<file path="src/rtl/sysid_check_ctrl.sv">
// System-ID check controller: reads sysid words 0/1 after reset or on start, compares them, then shares the slave with one host read master.
// Optional macro SYSID_CHECK_RETRY_EN retries a failed check up to twice; fsm_state exposes the FSM for debug.
module sysid_check_ctrl #(
    parameter logic [31:0] EXPECTED_ID = 32'h0000_0000,
    parameter logic [31:0] EXPECTED_TS = 32'h0000_0000,
    parameter int          RD_LATENCY  = 1
) (
    input  logic        clock,
    input  logic        reset,
    input  logic        start,
    input  logic        host_read,
    input  logic        host_address,
    output logic        host_waitrequest,
    output logic [31:0] host_readdata,
    output logic        host_readdatavalid,
    output logic        sid_address,
    input  logic [31:0] sid_readdata,
    output logic        busy,
    output logic        done,
    output logic        id_ok,
    output logic        ts_ok,
    output logic [2:0]  fsm_state
);

    typedef enum logic [2:0] {
        ST_INIT    = 3'd0,
        ST_RD_ID   = 3'd1,
        ST_WAIT_ID = 3'd2,
        ST_RD_TS   = 3'd3,
        ST_WAIT_TS = 3'd4,
        ST_IDLE    = 3'd5,
        ST_HOST    = 3'd6
    } state_t;

    if (RD_LATENCY < 1 || RD_LATENCY > 15) begin : g_bad_latency
        $error("sysid_check_ctrl: RD_LATENCY must be in 1..15");
    end

    localparam logic [3:0] LAT_M1 = 4'(RD_LATENCY - 1);

    state_t      state;
    state_t      state_n;
    logic [3:0]  cnt;
    logic        cnt_zero;
    logic        id_match;
    logic        ts_match;
    logic        retry_go;

    assign cnt_zero  = (cnt == 4'd0);
    assign id_match  = (sid_readdata == EXPECTED_ID);
    assign ts_match  = (sid_readdata == EXPECTED_TS);
    assign fsm_state = state;

`ifdef SYSID_CHECK_RETRY_EN
    logic [1:0] attempt;
    // id_ok already holds this attempt's ID result when the timestamp is sampled.
    assign retry_go = (!id_ok || !ts_match) && (attempt != 2'd2);
`else
    assign retry_go = 1'b0;
`endif

    always_comb begin
        state_n          = state;
        host_waitrequest = 1'b1;
        case (state)
            ST_INIT:    state_n = ST_RD_ID;
            ST_RD_ID:   state_n = ST_WAIT_ID;
            ST_WAIT_ID: if (cnt_zero) state_n = ST_RD_TS;
            ST_RD_TS:   state_n = ST_WAIT_TS;
            ST_WAIT_TS: if (cnt_zero) state_n = retry_go ? ST_RD_ID : ST_IDLE;
            ST_IDLE: begin
                // A re-check request wins over a host read in the same cycle.
                if (start) begin
                    state_n = ST_INIT;
                end else begin
                    host_waitrequest = 1'b0;
                    if (host_read) state_n = ST_HOST;
                end
            end
            ST_HOST:    if (cnt_zero) state_n = ST_IDLE;
            default:    state_n = ST_INIT;
        endcase
        if (reset) host_waitrequest = 1'b1;
    end

    always_ff @(posedge clock) begin
        if (reset) state <= ST_INIT;
        else       state <= state_n;
    end

    always_ff @(posedge clock) begin
        if (reset) begin
            cnt                <= 4'd0;
            sid_address        <= 1'b0;
            host_readdata      <= 32'd0;
            host_readdatavalid <= 1'b0;
            busy               <= 1'b0;
            done               <= 1'b0;
            id_ok              <= 1'b0;
            ts_ok              <= 1'b0;
`ifdef SYSID_CHECK_RETRY_EN
            attempt            <= 2'd0;
`endif
        end else begin
            host_readdatavalid <= 1'b0;
            case (state)
                ST_INIT: begin
                    busy  <= 1'b1;
                    done  <= 1'b0;
                    id_ok <= 1'b0;
                    ts_ok <= 1'b0;
`ifdef SYSID_CHECK_RETRY_EN
                    attempt <= 2'd0;
`endif
                end
                ST_RD_ID: begin
                    sid_address <= 1'b0;
                    cnt         <= LAT_M1;
                end
                ST_WAIT_ID: begin
                    if (cnt_zero) id_ok <= id_match;
                    else          cnt   <= cnt - 4'd1;
                end
                ST_RD_TS: begin
                    sid_address <= 1'b1;
                    cnt         <= LAT_M1;
                end
                ST_WAIT_TS: begin
                    if (cnt_zero) begin
                        ts_ok <= ts_match;
                        if (!retry_go) begin
                            busy <= 1'b0;
                            done <= 1'b1;
                        end
`ifdef SYSID_CHECK_RETRY_EN
                        if (retry_go) attempt <= attempt + 2'd1;
`endif
                    end else begin
                        cnt <= cnt - 4'd1;
                    end
                end
                ST_IDLE: begin
                    if (!start && host_read) begin
                        sid_address <= host_address;
                        cnt         <= LAT_M1;
                    end
                end
                ST_HOST: begin
                    if (cnt_zero) begin
                        host_readdata      <= sid_readdata;
                        host_readdatavalid <= 1'b1;
                    end else begin
                        cnt <= cnt - 4'd1;
                    end
                end
                default: ;
            endcase
        end
    end

endmodule

</file>
<file path="config.mk">
export PLATFORM = sky130hd
export DESIGN_NAME = sysid_check_ctrl
export DESIGN_NICKNAME = d
export VERILOG_FILES = /design/src/rtl/sysid_check_ctrl.sv
export SDC_FILE = /design/constraint.sdc
export NUM_CORES = 1
export LEC_CHECK = 0
export ABC_AREA = 1
export CORE_MARGIN = 10
export CORE_UTILIZATION = 40
export DETAILED_ROUTE_END_ITERATION = 10
export PLACE_DENSITY = 0.76
export SKIP_CTS_REPAIR_TIMING = 1
export SLEW_MARGIN = 20
export SYNTH_ARGS = -nofsm -noshare
export SYNTH_HDL_FRONTEND = slang
export SYNTH_SLANG_ARGS = --single-unit
export TNS_END_PERCENT = 50
</file>
<file path="constraint.sdc">
create_clock -name clock -period 1.9 [get_ports clock]
set_clock_uncertainty 0.1 [all_clocks]
set_input_delay 0.285 -clock clock [delete_from_list [all_inputs] [get_ports clock]]
set_output_delay 0.285 -clock clock [all_outputs]
set_load 0.05 [all_outputs]
</file>
==> key figures <==
Status
  • Status: finished clean

Finish
  • Area of the multi-input gates: 873 um2
  • Fillers: 416
  • Register area: 903 um2
  • Layout cell share with drive strength beyond 1: 13.5%
  • Fin util: 61.8%
  • Ant diodes: 0
  • Finished Layout Cells: 399
  • Commonest non-fill, non-tap cell in the layout: nor2_1
  • # nets final: 384
  • Layout area overhead: 46.4%
  • Most frequent cells in the layout: nor2_1, clkdlybuf4s50_1, dfxtp_1

Pwr
  • Cell Pwr Density: 722 nW/um2
  • Peak supply drop: 0.000395 V
  • Power, Total: 1990 uW
  • Pleak: 0.00121 uW

Critical path
  • Buffer and inverter count on the worst path: 1
  • Slowest Stage Delay on Critical Path: 0.82 ns
  • Startpoint Class: register
  • CP top delay family: buffers and inverters
  • Req. time, crit path: 1.51 ns
  • CP Cell Sequence: clkdlybuf4s50_1
  • CP endpoint kind: output port
  • Worst EP arrival: 1.45 ns
  • Max FO, Critical Path: 2
  • Slowest-stage cell, CP: clkdlybuf4s50_1
  • Worst Setup Path Type: reg2out

STA
  • Final period util: 96.7%
  • Slew Viols, Final: 0
  • Peak Freq: 0.544 GHz
  • Final setup viols: 0
  • Worst-Margin Slew: 0.554 ns
  • Unrepaired setup endpoints after global routing: false
  • Final Hold Vio Count: 0
  • Slew margin rel.: 63.0%
  • Final Critical Period: 1.84 ns

Global route
  • Initial antenna violation count: 0
  • Met2 GRT Util: 21.3%
  • Grt peak-use layer: met2
  • Met1 track utilization from global routing: 15.1%
  • Largest net degree at the start of global routing: 37
  • GRT overflow: 0
  • First-pass GRT wire length: 8.65 mm
  • Number of global-route vias before repair: 1852
  • Met3 usage: 8.64%
  • Global Route Usage Sum: 13.8%

Placement
  • Cell Count Post-Placement: 391
  • Final HPWL DP: 4.00 mm
  • PortBufs: 78
  • Routability-driven placement congestion ratio: 0.833

Clocking
  • CTS tree: yes
  • Max Root-Sink Buffers: 2
  • Root Buffer: clkbuf_8
  • Latest clock arrival within the worst-skew pair: 0.30 ns
  • Max H-tree Level: 2
  • Reg clk slew, reported paths: 0.08 ns
  • Total CTS buffers: 5
  • CTS sink count: 45

Drt
  • Total Wirelength: 5.42 mm
  • First DRT Iteration DRCs: 86
  • Post-route ant nets: 0
  • Via density: 4.79
  • Number of iterations in the first detailed-routing pass: 4
  • Routed wire length per instance: 13.6 um
  • DR vias: 1912
  • Drt drc: 0

Synth
  • Mean Syn Cell Area: 7.02 um2
  • FF+latch count, synth: 45
  • Ys flop type: dfxtp_1
  • Synth Instances: 269
  • Post-synth EDFFs: 0
  • Syn nets: 307
  • Ys Warns: 0
  • Post-synth ARST share: 0%
  • Sequential area share after synthesis: 47.7%
  • Mapped cell area: 1890 um2
  • Unique masters post-synth: 23

Floorplan
  • Chip width: 88.7 um
  • Core Area: 4470 um2
  • Die area: 7870 um2
  • Starting Density: 42.2%
  • Cell Rows: 24
  • Die Span Y: 88.7 um
  • I/O pin total: 79

Run
  • Max-cap violations: 0

Min path
  • Hold Crit Class: reg2reg
==> worst min-delay path, stage by stage, from the launching register on <==
cell,delay [ns]
dfxtp_1,0.31
nand2_1,0.06
a21oi_1,0.05
==> cells by family (layout without fill, tap and decap cells) <==
| family | Yosys count | in the layout | synth area share (%) |
|---|---|---|---|
| compound gates | 46 | 46 | 12.4 |
| xor+xnor | 2 | 2 | 0.928 |
| fa+ha+maj | 1 | 1 | 0.663 |
| buf+inv | 25 | 103 | 6.69 |
| flops | 45 | 45 | 47.7 |
| simple gates | 150 | 150 | 31.6 |
==> worst paths after layout <==
| check | start | end | slack, ns | cells past startpoint |
|---|---|---|---|---|
| min | cnt[0] | cnt[0] | 0.36 | 2 |
| min reg2reg | cnt[0] | cnt[0] | 0.36 | 2 |
| max | host_readdata[29] | host_readdata[29] | 0.06 | 1 |
| max reg2reg | cnt[0] | host_readdata[10] | 0.28 | 7 |
==> Yosys cell counts (2+ instances only) <==
cell	n	share of area, %
nor2_1	99	20
dfxtp_1	45	48
nand2_1	37	7.4
o21ai_0	33	8.7
inv_1	11	2.2
a21oi_1	8	2.1
nand3_1	7	1.9
buf_2	5	1.3
o21ai_1	4	1.1
buf_6	3	1.8
inv_2	3	0.60
clkbuf_1	2	0.40
nor3_1	2	0.53
==> routing by layer <==
| layer | part of all wire [%] | vias up |
|---|---|---|
| met1 | 41 | 848 |
| met2 | 43 | 54 |
| met5 | 0 | - |
| li1 | - | 1004 |
| met3 | 14 | 6 |
| met4 | 1.1 | 0 |
==> layout make-up <==
cell class	count	share of cell area, %
Clock buffer	7	3.49
Inverter	14	1.90
Tap cell	52	2.35
Timing Repair Buffer	81	27.8
Sequential cell	45	32.7
Multi-Input combinational cell	199	31.6
Clock inverter	1	0.181
==> sequential cells by signal, summed over array words and instances (netlist names) <==
name and flops:
ts_ok 1, host_readdata 32, cnt 4, id_ok 1
busy 1, host_readdatavalid 1, fsm_state 3, sid_address 1
done 1
==> metrics by stage <==
stage	cell area (um2)	hold slack [ns]	TNS (ns)	setup WS [ns]
2_1_floorplan	1890	0.320	0	0.0162
3_3_place_gp	2650	0.350	0	0.307
3_5_place_dp	2650	0.354	0	0.282
4_1_cts	2750	0.366	-0.0306	-0.0306
5_1_grt	2760	0.407	0	0.0138
6_report	2760	0.362	0	0.0618
==> power by group <==
part / internal [uW] / switching (uW) / leakage (uW)
combinational: 148 / 207 / 0.000795
sequential: 970 / 27.2 / 0.000364
clock: 329 / 314 / 0.0000542
Note: power is estimated with default switching activity, not from simulation.
